$ cat src/rtl/ctrl_decode_stage.sv
// ctrl_decode_stage: registered, flow-controlled decode stage for the 9-bit ISA.
// Decodes one instruction per cycle into a control bundle held behind a
// valid/ready output register, maintains the branch-flag register, inserts a
// load-use bubble when a held lb feeds an instruction that reads r15, and
// keeps a saturating count of accepted illegal instructions.
module ctrl_decode_stage #(
    parameter int   ALUW     = 5,
    parameter logic STALL_EN = 1'b1,
    parameter int   ERRW     = 8
) (
    input  logic            Clk,
    input  logic            Reset_n,
    input  logic            Flush,
    input  logic            InstrValid,
    input  logic [8:0]      Instr,
    output logic            InstrReady,
    output logic            OutValid,
    input  logic            OutReady,
    output logic            Branch,
    output logic            MemtoReg,
    output logic            MemWrite,
    output logic            ALUSrc,
    output logic            RegWrite,
    output logic            FlagWrite,
    output logic            Immed,
    output logic            Illegal,
    output logic [2:0]      Flag,
    output logic [3:0]      ReadAddr1,
    output logic [3:0]      ReadAddr2,
    output logic [3:0]      WriteAddr,
    output logic [ALUW-1:0] ALUOp,
    output logic [2:0]      FlagQ,
    output logic [ERRW-1:0] IllegalCnt,
    output logic            Stall
);

    // Decoded (next) bundle values for the instruction currently presented.
    logic            branch_next, memtoreg_next, memwrite_next, alusrc_next;
    logic            regwrite_next, flagwrite_next, immed_next, illegal_next;
    logic [2:0]      flag_next;
    logic [3:0]      ra1_next, ra2_next, wa_next;
    logic [ALUW-1:0] aluop_next;

    // Output register contents.
    logic            valid_reg;
    logic            branch_reg, memtoreg_reg, memwrite_reg, alusrc_reg;
    logic            regwrite_reg, flagwrite_reg, immed_reg, illegal_reg;
    logic [2:0]      flag_reg;
    logic [3:0]      ra1_reg, ra2_reg, wa_reg;
    logic [ALUW-1:0] aluop_reg;

    logic [2:0]      flagq_reg;
    logic [ERRW-1:0] illegal_cnt_reg;

    logic            reads_r15;
    logic            hazard;
    logic            accept;

    // Combinational decode; branches are ordered so earlier patterns win.
    always_comb begin
        branch_next    = 1'b0;
        memtoreg_next  = 1'b0;
        memwrite_next  = 1'b0;
        alusrc_next    = 1'b0;
        regwrite_next  = 1'b0;
        flagwrite_next = 1'b0;
        immed_next     = 1'b0;
        illegal_next   = 1'b0;
        flag_next      = 3'd0;
        ra1_next       = 4'd8;
        ra2_next       = 4'd9;
        wa_next        = 4'd0;
        aluop_next     = '1;
        if (Instr[8]) begin
            // mov rd <- rs
            ra1_next      = Instr[3:0];
            ra2_next      = Instr[3:0];
            wa_next       = Instr[7:4];
            aluop_next    = ALUW'(2);
            regwrite_next = 1'b1;
        end else if (Instr[7:6] == 2'b10) begin
            // b
            branch_next = 1'b1;
            immed_next  = 1'b1;
        end else if (Instr[7:5] == 3'b110) begin
            // li: immediate into r15
            immed_next    = 1'b1;
            regwrite_next = 1'b1;
            wa_next       = 4'd15;
        end else if (Instr[7:3] == 5'b00111) begin
            // sbf: only flag sub-codes 0..4 exist
            if (Instr[2:0] <= 3'd4) begin
                flagwrite_next = 1'b1;
                flag_next      = Instr[2:0];
            end else begin
                illegal_next = 1'b1;
            end
        end else if (Instr[7:6] == 2'b00) begin
            // compute: Instr[5:3] != 7 is guaranteed by the sbf branch above
            wa_next       = {1'b0, Instr[2:0]};
            regwrite_next = 1'b1;
            aluop_next    = ALUW'(Instr[5:3]);
        end else if (Instr[7:6] == 2'b01 && !Instr[4]) begin
            // shift: lsl (Instr[3]=0) / lsr (Instr[3]=1), zero amount uses reg operand
            wa_next       = {3'b100, Instr[3]};
            regwrite_next = 1'b1;
            alusrc_next   = (Instr[2:0] != 3'd0);
            aluop_next    = Instr[3] ? ALUW'(15) : ALUW'(14);
        end else if (Instr[7:4] == 4'b0101) begin
            // lb / sb with base register {0, Instr[2:0]}
            ra1_next   = {1'b0, Instr[2:0]};
            ra2_next   = {1'b0, Instr[2:0]};
            aluop_next = ALUW'(2);
            if (!Instr[3]) begin
                wa_next       = 4'd15;
                regwrite_next = 1'b1;
                memtoreg_next = 1'b1;
            end else begin
                memwrite_next = 1'b1;
            end
        end else begin
            illegal_next = 1'b1;
        end
    end

    // Incoming instructions that consume r15: mov from r15, and every sb.
    assign reads_r15 = (Instr[8] && Instr[3:0] == 4'hF) || (Instr[8:3] == 6'b001011);

    generate
        if (STALL_EN) begin : g_hazard
            assign hazard = valid_reg & memtoreg_reg & InstrValid & reads_r15;
        end else begin : g_no_hazard
            assign hazard = 1'b0;
        end
    endgenerate

    assign Stall      = hazard;
    assign InstrReady = !Flush && (!valid_reg || OutReady) && !hazard;
    assign accept     = InstrValid && InstrReady;

    // Output-valid flag: flush kills, accept sets, consumption clears.
    always_ff @(posedge Clk or negedge Reset_n) begin
        if (!Reset_n) begin
            valid_reg <= 1'b0;
        end else if (Flush) begin
            valid_reg <= 1'b0;
        end else if (accept) begin
            valid_reg <= 1'b1;
        end else if (valid_reg && OutReady) begin
            valid_reg <= 1'b0;
        end
    end

    // Bundle register loads only on accept; otherwise keeps its (possibly stale) value.
    always_ff @(posedge Clk or negedge Reset_n) begin
        if (!Reset_n) begin
            branch_reg    <= 1'b0;
            memtoreg_reg  <= 1'b0;
            memwrite_reg  <= 1'b0;
            alusrc_reg    <= 1'b0;
            regwrite_reg  <= 1'b0;
            flagwrite_reg <= 1'b0;
            immed_reg     <= 1'b0;
            illegal_reg   <= 1'b0;
            flag_reg      <= 3'd0;
            ra1_reg       <= 4'd8;
            ra2_reg       <= 4'd9;
            wa_reg        <= 4'd0;
            aluop_reg     <= '1;
        end else if (accept) begin
            branch_reg    <= branch_next;
            memtoreg_reg  <= memtoreg_next;
            memwrite_reg  <= memwrite_next;
            alusrc_reg    <= alusrc_next;
            regwrite_reg  <= regwrite_next;
            flagwrite_reg <= flagwrite_next;
            immed_reg     <= immed_next;
            illegal_reg   <= illegal_next;
            flag_reg      <= flag_next;
            ra1_reg       <= ra1_next;
            ra2_reg       <= ra2_next;
            wa_reg        <= wa_next;
            aluop_reg     <= aluop_next;
        end
    end

    // Architectural branch-flag register, written by accepted legal sbf only.
    always_ff @(posedge Clk or negedge Reset_n) begin
        if (!Reset_n) begin
            flagq_reg <= 3'd0;
        end else if (accept && flagwrite_next) begin
            flagq_reg <= flag_next;
        end
    end

    // Saturating illegal-instruction counter.
    always_ff @(posedge Clk or negedge Reset_n) begin
        if (!Reset_n) begin
            illegal_cnt_reg <= '0;
        end else if (accept && illegal_next && (illegal_cnt_reg != '1)) begin
            illegal_cnt_reg <= illegal_cnt_reg + ERRW'(1);
        end
    end

    assign OutValid   = valid_reg;
    assign Branch     = branch_reg;
    assign MemtoReg   = memtoreg_reg;
    assign MemWrite   = memwrite_reg;
    assign ALUSrc     = alusrc_reg;
    assign RegWrite   = regwrite_reg;
    assign FlagWrite  = flagwrite_reg;
    assign Immed      = immed_reg;
    assign Illegal    = illegal_reg;
    assign Flag       = flag_reg;
    assign ReadAddr1  = ra1_reg;
    assign ReadAddr2  = ra2_reg;
    assign WriteAddr  = wa_reg;
    assign ALUOp      = aluop_reg;
    assign FlagQ      = flagq_reg;
    assign IllegalCnt = illegal_cnt_reg;

endmodule

$ cat config.mk
export PLATFORM = sky130hd
export DESIGN_NAME = ctrl_decode_stage
export DESIGN_NICKNAME = d
export VERILOG_FILES = /design/src/rtl/ctrl_decode_stage.sv
export SDC_FILE = /design/constraint.sdc
export NUM_CORES = 1
export LEC_CHECK = 0
export BUFFER_PORTS_ARGS = -buffer_cell sky130_fd_sc_hd__buf_4
export CORE_MARGIN = 2
export CORE_UTILIZATION = 30
export DETAILED_ROUTE_END_ITERATION = 10
export HOLD_SLACK_MARGIN = 0.08
export PLACE_DENSITY = 0.54
export SKIP_CTS_REPAIR_TIMING = 1
export SYNTH_ARGS = -nofsm -noshare
export SYNTH_HDL_FRONTEND = slang
export SYNTH_SLANG_ARGS = --single-unit
$ cat constraint.sdc
create_clock -name Clk -period 1.9 [get_ports Clk]
set_input_delay 0 -clock Clk [delete_from_list [all_inputs] [get_ports Clk]]
set_output_delay 0 -clock Clk [all_outputs]
set_load 0.01 [all_outputs]
==> impl_metrics.json <==
{
  "status": "completed",
  "synth_nets": 222,
  "ys_ff_latch": 37,
  "overflow": 0,
  "drc": 0,
  "worstHoldPathType": "input port to register",
  "h-tree-depth": 2,
  "drt-total-wl_um": 4910,
  "track_usage": 0.139,
  "multi_input_area_sq_um": 887,
  "dp_slack_ns": 0.00715,
  "synth_warnings": 0,
  "gp_congestion": 0.873,
  "cts_sinks": 37,
  "hold_viol_final": 0,
  "critPathLaunchType": "register",
  "drive_above_1_share": 0.341,
  "grt_pass1_wl_um": 8140,
  "num_vias": 1737,
  "synth_edf_count": 0,
  "async_reset_ff_frac": 1.00,
  "maxCapViolCount": 0,
  "synth_area_per_cell_sq_um": 9.33,
  "placementRows": 29,
  "cts_tree": "done",
  "core_sq_um": 6280,
  "antenna_found_initial": 0,
  "cts_inserted_buffers": 5,
  "drt_iter0_markers": 192,
  "final_common_cell": "buf_4",
  "die_h_um": 84.2,
  "ir_drop_mv": 0.518,
  "fmax_mhz": 553,
  "crit_path_end_kind": "register",
  "floorplan.initialDensity": 0.308,
  "fin_crit_ns": 1.81,
  "setup_tns_ns": 0,
  "diodes": 0,
  "netlist_area_sq_um": 1930,
  "cp_max_fo": 21,
  "setup_slack_ns": 0.0924,
  "finalSetupViolCount": 0,
  "cts_buffer_depth": 2,
  "skew_ns": 0.00516,
  "cp.required_ns": 2.07,
  "arrival_ns": 1.98,
  "worstMarginPinSlew_ns": 0.591,
  "final_cell_mix": "65 x buf_4, 30 x dfrtp_1, 25 x nand2_1, 18 x nor2_1, 16 x o21ai_0",
  "period_share": 0.951,
  "cts.reportedPaths.clkPinSlew_ns": 0.08,
  "yosysUniqueCellTypes": 45,
  "vias_per_cell": 5.01,
  "n_fill_cell": 654,
  "whs_ns": 0.0707,
  "grt_pass1_vias": 1686,
  "die-area_sq_um": 7090,
  "seq_area_frac_synth": 0.484,
  "first_pass_iters": 4,
  "die_width_um": 84.2,
  "regArea_sq_um": 935,
  "drv_slew": 0,
  "portBuffers": 55,
  "path_class": "register to register",
  "area_growth_pct": 37.8,
  "ant_nets": 0,
  "grt_max_degree": 38,
  "clock_latency_ns": 0.29,
  "rsz0062_at_grt": "true",
  "pin_count": 56,
  "nets": 284,
  "final_util": 0.424,
  "dp_hpwl_um": 3540,
  "yosys_most_used_dff": "dfrtp_1",
  "max_slew_margin": 0.605,
  "wl_per_cell_um": 14.2,
  "clock-root-buffer": "clkbuf_8",
  "synth_cells": 207,
  "power_density_nw_per_um2": 808,
  "p_leak_nw": 1.26
}
[critical path: stages (launching register included)]
cell and delay [ns]:
dfrtp_1 0.41, nand4_1 0.10, o22ai_2 0.09, or3b_1 0.39, buf_6 0.18, buf_4 0.20, a221oi_1 0.26, nor2_1 0.06
[state kept, by name, summed over array words and instances, names as in the netlist]
register,cells
Immed,1
RegWrite,1
IllegalCnt,8
Flag,3
FlagWrite,1
Illegal,1
ALUSrc,1
Branch,1
ReadAddr1,4
WriteAddr,4
MemtoReg,1
ALUOp,5
ReadAddr2,1
FlagQ,3
MemWrite,1
OutValid,1
[routing by layer]
| layer | vias to the layer above | global-route usage | part of all wire |
|---|---|---|---|
| met5 | - | 0 | 0 |
| met4 | 0 | 0.0352 | 0.0098 |
| met3 | 7 | 0.0334 | 0.067 |
| met2 | 64 | 0.233 | 0.46 |
| met1 | 810 | 0.181 | 0.46 |
| li1 | 856 | - | - |
[worst paths after layout]
check | depth (start not counted) | startpoint | endpoint | slack, ns
worst max-delay path | 7 | OutValid | WriteAddr[2] | 0.09
worst min-delay path | 3 | Instr[1] | FlagQ[2] | 0.07
worst max register to register | 7 | OutValid | WriteAddr[2] | 0.09
worst min register to register | 2 | ALUOp[0] | ALUOp[0] | 0.47
max in group asynchronous | 2 | Reset_n | ALUOp[1] | 1.34
min in group asynchronous | 2 | Reset_n | IllegalCnt[1] | 0.19
[cell usage after synthesis, types with 3 or more instances]
cell / number / area [sq um]
dfstp_2: 7 / 184
o21ai_0: 16 / 80.1
o31ai_1: 5 / 37.5
nand2_1: 25 / 93.8
nand3_1: 6 / 30.0
dfrtp_1: 30 / 751
clkbuf_1: 6 / 22.5
nand4_1: 7 / 43.8
xnor2_1: 4 / 35.0
a21o_1: 4 / 30.0
buf_4: 4 / 30.0
xor2_1: 3 / 26.3
a221oi_1: 3 / 26.3
buf_2: 9 / 45.0
nand2b_1: 6 / 37.5
nor3_1: 3 / 15.0
a31oi_1: 5 / 31.3
inv_1: 6 / 22.5
a21oi_1: 7 / 35.0
nor2_1: 18 / 67.6
[cells by family (layout without fill, tap and decap cells)]
group	Yosys count	in the layout	share of synthesized area
simple gates	79	79	0.204
compound gates	53	53	0.183
flops	37	37	0.484
buf+inv	26	89	0.0642
xor+xnor	7	7	0.0318
mux	4	4	0.0272
fa+ha+maj	1	1	0.00648
[stage by stage]
step           cells  total power [mW]  cell area (sq um)
2_1_floorplan    207              1.20               1930
3_3_place_gp     331              1.43               2450
3_5_place_dp     331              1.44               2450
4_1_cts          339              2.16               2570
5_1_grt          347              2.27               2660
6_report         347              2.15               2660
[cell type report]
cell class | instances | area share
Tap cell | 77 | 0.0362
Sequential cell | 37 | 0.351
Timing Repair Buffer | 75 | 0.225
Clock buffer | 6 | 0.0310
Clock inverter | 2 | 0.0141
Inverter | 6 | 0.00847
Multi-Input combinational cell | 144 | 0.333
[where the power goes]
group / internal (mW) / leakage (nW) / switching, mW / total (mW)
Combinational: 0.243 / 0.734 / 0.232 / 0.475
Sequential: 0.886 / 0.470 / 0.0678 / 0.954
Clock: 0.427 / 0.0574 / 0.294 / 0.721
Total: 1.56 / 1.26 / 0.594 / 2.15
(Power assumes the default switching activity.)
